$ cat src/rtl/pcm_pkg.sv
// -----------------------------------------------------------------------------
// pcm_pkg
// Shared definitions for the PCM sample feeder:
//   - state_t     : feeder state machine encoding (FILL, PLAY)
//   - SAMPLE_W    : width of one stereo sample word {left, right}
//   - CH_W        : width of one channel
//   - atten_ch    : sign-preserving right shift of one channel
//   - atten_sample: atten_ch applied independently to both channels
// -----------------------------------------------------------------------------
package pcm_pkg;

  typedef enum logic [0:0] {
    FILL = 1'b0,
    PLAY = 1'b1
  } state_t;

  localparam int SAMPLE_W = 32;
  localparam int CH_W     = 16;

  // Arithmetic shift keeps the sign bit, so negative values floor toward
  // minus infinity; a shift of 15 leaves only 0 or -1.
  function automatic logic [CH_W-1:0] atten_ch(input logic [CH_W-1:0] sample,
                                               input logic [3:0]      shift);
    logic signed [CH_W-1:0] shifted;
    shifted = $signed(sample) >>> shift;
    return shifted;
  endfunction

  // Left channel sits in the upper half of the word, right in the lower half.
  function automatic logic [SAMPLE_W-1:0] atten_sample(input logic [SAMPLE_W-1:0] sample,
                                                       input logic [3:0]          shift);
    return {atten_ch(sample[SAMPLE_W-1:CH_W], shift),
            atten_ch(sample[CH_W-1:0], shift)};
  endfunction

endpackage

$ cat src/rtl/pcm_fifo.sv
// -----------------------------------------------------------------------------
// pcm_fifo
// Single-clock sample FIFO, depth 2^ADDR_W, first-word-fall-through read.
// Ports:
//   clk, rst   : clock, asynchronous active-high reset (flushes the FIFO)
//   wr_en      : write request; accepted when not full, or when full but a
//                read happens in the same cycle
//   wr_data    : sample to store
//   rd_en      : pop the head (ignored when empty)
//   rd_data    : current head of the FIFO (valid while !empty)
//   full/empty : registered status
//   level      : registered occupancy 0..2^ADDR_W, kept as its own counter
// -----------------------------------------------------------------------------
module pcm_fifo
  import pcm_pkg::*;
#(
  parameter int ADDR_W = 4
) (
  input  logic                clk,
  input  logic                rst,
  input  logic                wr_en,
  input  logic [SAMPLE_W-1:0] wr_data,
  input  logic                rd_en,
  output logic [SAMPLE_W-1:0] rd_data,
  output logic                full,
  output logic                empty,
  output logic [ADDR_W:0]     level
);

  localparam int DEPTH = 1 << ADDR_W;
  localparam logic [ADDR_W:0]   LVL_ONE  = {{ADDR_W{1'b0}}, 1'b1};
  localparam logic [ADDR_W:0]   LVL_FULL = {1'b1, {ADDR_W{1'b0}}};
  localparam logic [ADDR_W-1:0] PTR_ONE  = {{(ADDR_W-1){1'b0}}, 1'b1};

  logic [SAMPLE_W-1:0] mem [DEPTH];
  logic [ADDR_W-1:0]   wr_ptr_r;
  logic [ADDR_W-1:0]   rd_ptr_r;
  logic [ADDR_W:0]     level_r;
  logic                full_r;
  logic                empty_r;

  logic                do_rd_s;
  logic                do_wr_s;
  logic [ADDR_W:0]     level_nxt_s;

  // Accept/pop qualification and next occupancy; a same-cycle pop frees the
  // slot that a write into a full FIFO needs.
  always_comb begin
    do_rd_s     = rd_en && !empty_r;
    do_wr_s     = wr_en && (!full_r || do_rd_s);
    level_nxt_s = level_r;
    if (do_wr_s && !do_rd_s) begin
      level_nxt_s = level_r + LVL_ONE;
    end else if (do_rd_s && !do_wr_s) begin
      level_nxt_s = level_r - LVL_ONE;
    end else begin
      level_nxt_s = level_r;
    end
  end

  // Sample storage; contents need no reset because the pointers define validity.
  always_ff @(posedge clk) begin
    if (do_wr_s) begin
      mem[wr_ptr_r] <= wr_data;
    end
  end

  // Pointers, occupancy counter and status flags.
  always_ff @(posedge clk or posedge rst) begin
    if (rst) begin
      wr_ptr_r <= '0;
      rd_ptr_r <= '0;
      level_r  <= '0;
      full_r   <= 1'b0;
      empty_r  <= 1'b1;
    end else begin
      if (do_wr_s) begin
        wr_ptr_r <= wr_ptr_r + PTR_ONE;
      end
      if (do_rd_s) begin
        rd_ptr_r <= rd_ptr_r + PTR_ONE;
      end
      level_r <= level_nxt_s;
      full_r  <= (level_nxt_s == LVL_FULL);
      empty_r <= (level_nxt_s == '0);
    end
  end

  assign rd_data = mem[rd_ptr_r];
  assign full    = full_r;
  assign empty   = empty_r;
  assign level   = level_r;

endmodule

$ cat src/rtl/pcm_sample_feeder.sv
// -----------------------------------------------------------------------------
// pcm_sample_feeder
// Buffers decoded stereo PCM samples and hands one attenuated sample per
// audio frame to the codec serializer.
// Ports:
//   clk            : system clock shared with the serializer
//   reset_n        : asynchronous reset, ACTIVE HIGH despite the name
//   wr_en, wr_data : decoder write strobe and {left, right} sample
//   load_done_tick : serializer has latched dac_data; advance one frame
//   vol_shift      : per-channel arithmetic right shift 0..15
//   mute           : output zero instead of the popped sample
//   clr_status     : clear underrun_cnt and overflow (wins over new events)
//   dac_data       : registered sample for the serializer
//   full, empty    : FIFO status
//   level          : FIFO occupancy
//   playing        : high while in PLAY
//   underrun_cnt   : saturating underrun counter
//   overflow       : sticky dropped-write flag
// -----------------------------------------------------------------------------
module pcm_sample_feeder
  import pcm_pkg::*;
#(
  parameter int ADDR_W  = 4,
  parameter int PREFILL = 8
) (
  input  logic                clk,
  input  logic                reset_n,
  input  logic                wr_en,
  input  logic [SAMPLE_W-1:0] wr_data,
  input  logic                load_done_tick,
  input  logic [3:0]          vol_shift,
  input  logic                mute,
  input  logic                clr_status,
  output logic [SAMPLE_W-1:0] dac_data,
  output logic                full,
  output logic                empty,
  output logic [ADDR_W:0]     level,
  output logic                playing,
  output logic [15:0]         underrun_cnt,
  output logic                overflow
);

  localparam logic [ADDR_W:0] PREFILL_L = (ADDR_W + 1)'(PREFILL);

  state_t              state_r;
  logic [SAMPLE_W-1:0] dac_data_r;
  logic                playing_r;
  logic [15:0]         underrun_cnt_r;
  logic                overflow_r;

  logic                pop_s;
  logic                underrun_s;
  logic                drop_s;
  logic [SAMPLE_W-1:0] head_s;
  logic                fifo_full_s;
  logic                fifo_empty_s;
  logic [ADDR_W:0]     fifo_level_s;

  pcm_fifo #(
    .ADDR_W (ADDR_W)
  ) u_fifo (
    .clk     (clk),
    .rst     (reset_n),
    .wr_en   (wr_en),
    .wr_data (wr_data),
    .rd_en   (pop_s),
    .rd_data (head_s),
    .full    (fifo_full_s),
    .empty   (fifo_empty_s),
    .level   (fifo_level_s)
  );

  // Frame events: a tick in PLAY either pops the head or is an underrun;
  // a write into a full FIFO is dropped only when no pop frees a slot.
  always_comb begin
    pop_s      = 1'b0;
    underrun_s = 1'b0;
    if (state_r == PLAY && load_done_tick) begin
      pop_s      = !fifo_empty_s;
      underrun_s = fifo_empty_s;
    end else begin
      pop_s      = 1'b0;
      underrun_s = 1'b0;
    end
    drop_s = wr_en && fifo_full_s && !pop_s;
  end

  // Feeder state machine with registered output sample and status.
  always_ff @(posedge clk or posedge reset_n) begin
    if (reset_n) begin
      state_r        <= FILL;
      dac_data_r     <= '0;
      playing_r      <= 1'b0;
      underrun_cnt_r <= 16'h0000;
      overflow_r     <= 1'b0;
    end else begin
      case (state_r)
        FILL: begin
          dac_data_r <= '0;
          if (fifo_level_s >= PREFILL_L) begin
            state_r   <= PLAY;
            playing_r <= 1'b1;
          end
        end
        PLAY: begin
          if (pop_s) begin
            dac_data_r <= mute ? '0 : atten_sample(head_s, vol_shift);
          end else if (underrun_s) begin
            dac_data_r <= '0;
            state_r    <= FILL;
            playing_r  <= 1'b0;
          end
        end
        default: begin
          state_r    <= FILL;
          playing_r  <= 1'b0;
          dac_data_r <= '0;
        end
      endcase

      if (clr_status) begin
        underrun_cnt_r <= 16'h0000;
        overflow_r     <= 1'b0;
      end else begin
        if (underrun_s && underrun_cnt_r != 16'hFFFF) begin
          underrun_cnt_r <= underrun_cnt_r + 16'h0001;
        end
        if (drop_s) begin
          overflow_r <= 1'b1;
        end
      end
    end
  end

  assign dac_data     = dac_data_r;
  assign playing      = playing_r;
  assign underrun_cnt = underrun_cnt_r;
  assign overflow     = overflow_r;
  assign full         = fifo_full_s;
  assign empty        = fifo_empty_s;
  assign level        = fifo_level_s;

endmodule
$ cat config.mk
export PLATFORM = sky130hd
export DESIGN_NAME = pcm_sample_feeder
export DESIGN_NICKNAME = d
export VERILOG_FILES = /design/src/rtl/pcm_pkg.sv /design/src/rtl/pcm_fifo.sv /design/src/rtl/pcm_sample_feeder.sv
export SDC_FILE = /design/constraint.sdc
export NUM_CORES = 1
export LEC_CHECK = 0
export CORE_MARGIN = 3
export CORE_UTILIZATION = 65
export CTS_BUF_LIST = sky130_fd_sc_hd__clkbuf_8
export CTS_CLUSTER_SIZE = 28
export DETAILED_ROUTE_END_ITERATION = 10
export GPL_TIMING_DRIVEN = 0
export PLACE_DENSITY = 0.92
export SYNTH_ARGS = -nofsm -noshare
export SYNTH_HDL_FRONTEND = slang
export SYNTH_SLANG_ARGS = --single-unit
$ cat constraint.sdc
create_clock -name clk -period 5.9 [get_ports clk]
set_input_delay 0.885 -clock clk [delete_from_list [all_inputs] [get_ports clk]]
set_output_delay 0.885 -clock clk [all_outputs]
set_load 0.005 [all_outputs]
==> flow_metrics.env <==
export IMPL_htreeDepth=3
export IMPL_cts_resized=0
export IMPL_p_leak_uw=0.009597
export IMPL_synthArstFlopShare=0.1142
export IMPL_cp_data_required_time_ns=6.25
export IMPL_avgSynthCellArea_um2=17.51
export IMPL_clk_latency_ns=0.68
export IMPL_synth_most_common_cell="edfxtp_1"
export IMPL_routed_via_density=7.091
export IMPL_grt_setup_unrepaired="no"
export IMPL_firstDrtPassIters=5
export IMPL_yosys_top_cells_area="edfxtp_1 (64%), mux4_2 (8.9%), dfrtp_1 (6.7%)"
export IMPL_whs_endpoint="playing$_DFFE_PP0P_"
export IMPL_yosys_area_top_type_share=0.6362
export IMPL_cts_buffers=89
export IMPL_ioPinCount=99
export IMPL_syn_num_nets=1430
export IMPL_netlist_cell_type_count=80
export IMPL_power_density_mw_per_mm2=484.3
export IMPL_clock_skew_final_ns=0.03877
export IMPL_wl_per_cell_um=32.28
export IMPL_ir_drop_mv=0.3297
export IMPL_r2r_worst_path_cells=9
export IMPL_ys_flop_type="edfxtp_1"
export IMPL_final_area_mm2=0.02794
export IMPL_hold_depth=2
export IMPL_cts_buffer_depth=3
export IMPL_cts_hold_buf=0
export IMPL_grt_pass1_vias=15270
export IMPL_critPathArrivalTime_ns=4.31
export IMPL_routabilityCongestion=0.9735
export IMPL_yosysTopAreaCell="edfxtp_1"
export IMPL_cpMostUsedCell="buf_6"
export IMPL_ys_seq_area_frac=0.7045
export IMPL_seq_area_mm2=0.01703
export IMPL_nets=1646
export IMPL_drc=0
export IMPL_path_class="input port to flip-flop"
export IMPL_maxCapViolations=0
export IMPL_ys_ff_latch=578
export IMPL_die_w_um=198.8
export IMPL_numPortBuffers=95
export IMPL_antenna_found_initial=2
export IMPL_drive_gt1_frac=0.2048
export IMPL_synthToLayoutAreaGrowth_pct=15.62
export IMPL_grt_overflow=0
export IMPL_track_usage=0.3557
export IMPL_die_h_um=198.8
export IMPL_placed_area_mm2=0.02630
export IMPL_yosys_top_cells_count="edfxtp_1 (512), mux4_2 (96), nor2_1 (79)"
export IMPL_start_kind="input port"
export IMPL_hp_class="flip-flop to flip-flop"
export IMPL_path_clk_slew_ns=0.05
export IMPL_timing_final_hold_violations=0
export IMPL_cts_tree="yes"
export IMPL_synthCells=1380
export IMPL_drt_total_wl_um=68690
export IMPL_nFillCells=1891
export IMPL_power_total_uw=13530
export IMPL_hpwl_um=44730
export IMPL_status="finished clean"
export IMPL_antenna_left=0
export IMPL_post_cts_buffers=0
export IMPL_fin_crit_ns=3.960
export IMPL_crit_reg2reg_launch="u_fifo.rd_ptr_r[1]$_DFFE_PP0P_"
export IMPL_syn_area_mm2=0.02417
export IMPL_timing_slew_headroom=0.2309
export IMPL_grt_max_degree=37
export IMPL_multi_input_area_mm2=0.006621
export IMPL_worst_slew_pin_slew_ns=1.125
export IMPL_max_freq_mhz=252.5
export IMPL_grt_pass1_wl_um=100000
export IMPL_path_cells="clkdlybuf4s50_1 > nand3b_1 > clkbuf_1 > a21boi_2 > nand2_1 > nor3_2 > buf_6 > buf_6 > buf_6"
export IMPL_cp_end_kind="flip-flop"
export IMPL_coreArea_mm2=0.03609
export IMPL_critPathMaxFanout=10
export IMPL_slew_viol_final=0
export IMPL_fin_crit_sh=0.6712
export IMPL_design_die_area_mm2=0.03953
export IMPL_vias=15090
export IMPL_std_cell_rows=69
export IMPL_cts_root_buf="clkbuf_8"
export IMPL_drt_iter0_drc=2053
export IMPL_worst_path_max_delay_cell="nor3_2"
export IMPL_slowest_delay_ns=0.82
export IMPL_min_from="playing$_DFFE_PP0P_"
export IMPL_r2r_end="dac_data[18]$_DFFE_PP0P_"
export IMPL_report_final_setup_viol=0
export IMPL_cts_sinks=578
export IMPL_ff2ff_setup_slack_ns=2.15
export IMPL_synth_enable_flop_cells=512
export IMPL_floorplan_initialDensity=0.6697
export IMPL_ys_warnings_count=0
-- worst max path at each step --
stage,startpoint,end,slack [ns]
floorplan,load_done_tick,u_fifo.mem[3][0]$_DFFE_PP_,1.47
global placement,load_done_tick,u_fifo.mem[2][8]$_DFFE_PP_,-2.54
detailed placement,load_done_tick,u_fifo.mem[2][0]$_DFFE_PP_,1.36
CTS,load_done_tick,u_fifo.mem[2][3]$_DFFE_PP_,2.00
global route,load_done_tick,u_fifo.mem[2][3]$_DFFE_PP_,1.81
finish,load_done_tick,u_fifo.mem[2][3]$_DFFE_PP_,1.94
-- final cells by class --
type                    instances  area share
multi-input cells             710      0.2370
clock inverters                66     0.01231
well taps                     461     0.02064
diodes                          2   0.0001791
flip-flops and latches        578      0.6094
plain buffers                  78     0.02064
clock buffers                  94     0.04630
inverters                      14    0.001881
repair buffers                125     0.05172
-- power by group --
part           leakage (µW)  internal (µW)  switching [µW]
sequential          0.00548           4980             206
combinational       0.00317           2080            3160
clock              0.000947           1560            1540
-- placed cells by master (no fill, tap or decap), types with 6 or more instances in the layout --
cell             count
a211o_1             12
a21oi_1             45
a221oi_1            12
a22oi_1             11
buf_12              15
buf_2               11
buf_4                8
buf_6               27
clkbuf_1            27
clkbuf_8            94
clkdlybuf4s50_1     95
clkinv_1            22
clkinv_2             6
dfrtp_1             65
edfxtp_1           512
ha_1                 8
inv_1               42
mux2_2              22
mux2i_1             77
mux4_1              10
mux4_2              96
nand2_1             72
nand2b_1            11
nand3_1             11
nand4_1             11
nor2_1              67
nor2_4              12
nor3_1              23
o211ai_1            12
o21ai_0             28
o21ai_1              7
o22ai_1             21
or2_2                8
or3_1               12
xnor2_1             12
xor2_1              12
-- critical path: cells and delay by family --
family	cells	cell delay, ns
AO/OA/AOI/OAI	1	0.54
AND/OR/NAND/NOR	3	1.31
buffers and inverters	5	1.55
-- cell families (layout without fill, tap and decap cells) --
| group | Yosys count | after routing | share of synthesized area |
|---|---|---|---|
| fa+ha+maj | 8 | 8 | 0.004142 |
| mux | 205 | 205 | 0.1425 |
| simple gates | 254 | 254 | 0.04866 |
| buf+inv | 92 | 377 | 0.02604 |
| compound gates | 219 | 219 | 0.06544 |
| xor+xnor | 24 | 24 | 0.008697 |
| flops | 578 | 578 | 0.7045 |
| other cells | 0 | 2 | 0 |
-- sequential cells by signal, indices dropped and copies added (netlist names) --
name	cells
playing	1
u_fifo.rd_ptr_r	4
overflow	1
underrun_cnt	16
u_fifo.level	5
dac_data	32
u_fifo.empty	1
u_fifo.full	1
state_r	1
u_fifo.wr_ptr_r	4
u_fifo.mem	512
-- layer usage --
layer  vias up  track usage  part of all wire
met2      1280       0.5535              0.47
met3       291       0.1025              0.12
li1       6050            -                 -
met1      7469       0.4633              0.35
met5         -            0                 0
met4         0       0.1892             0.059
-- metrics by stage --
stage | util | hold WS (ns) | setup TNS, ns | setup WS [ns] | cells
after floorplan | - | 0.4733 | 0 | 1.470 | 1380
after global placement | 0.7121 | 0.4608 | -380.85 | -2.543 | 1936
after detailed placement | 0.7288 | 0.4740 | 0 | 1.361 | 1966
after CTS | 0.7742 | 0.4866 | 0 | 1.996 | 2126
after global routing | 0.7743 | 0.5237 | 0 | 1.811 | 2128
final | 0.7743 | 0.4811 | 0 | 1.940 | 2128
Note: power is estimated with default switching activity, not from simulation.
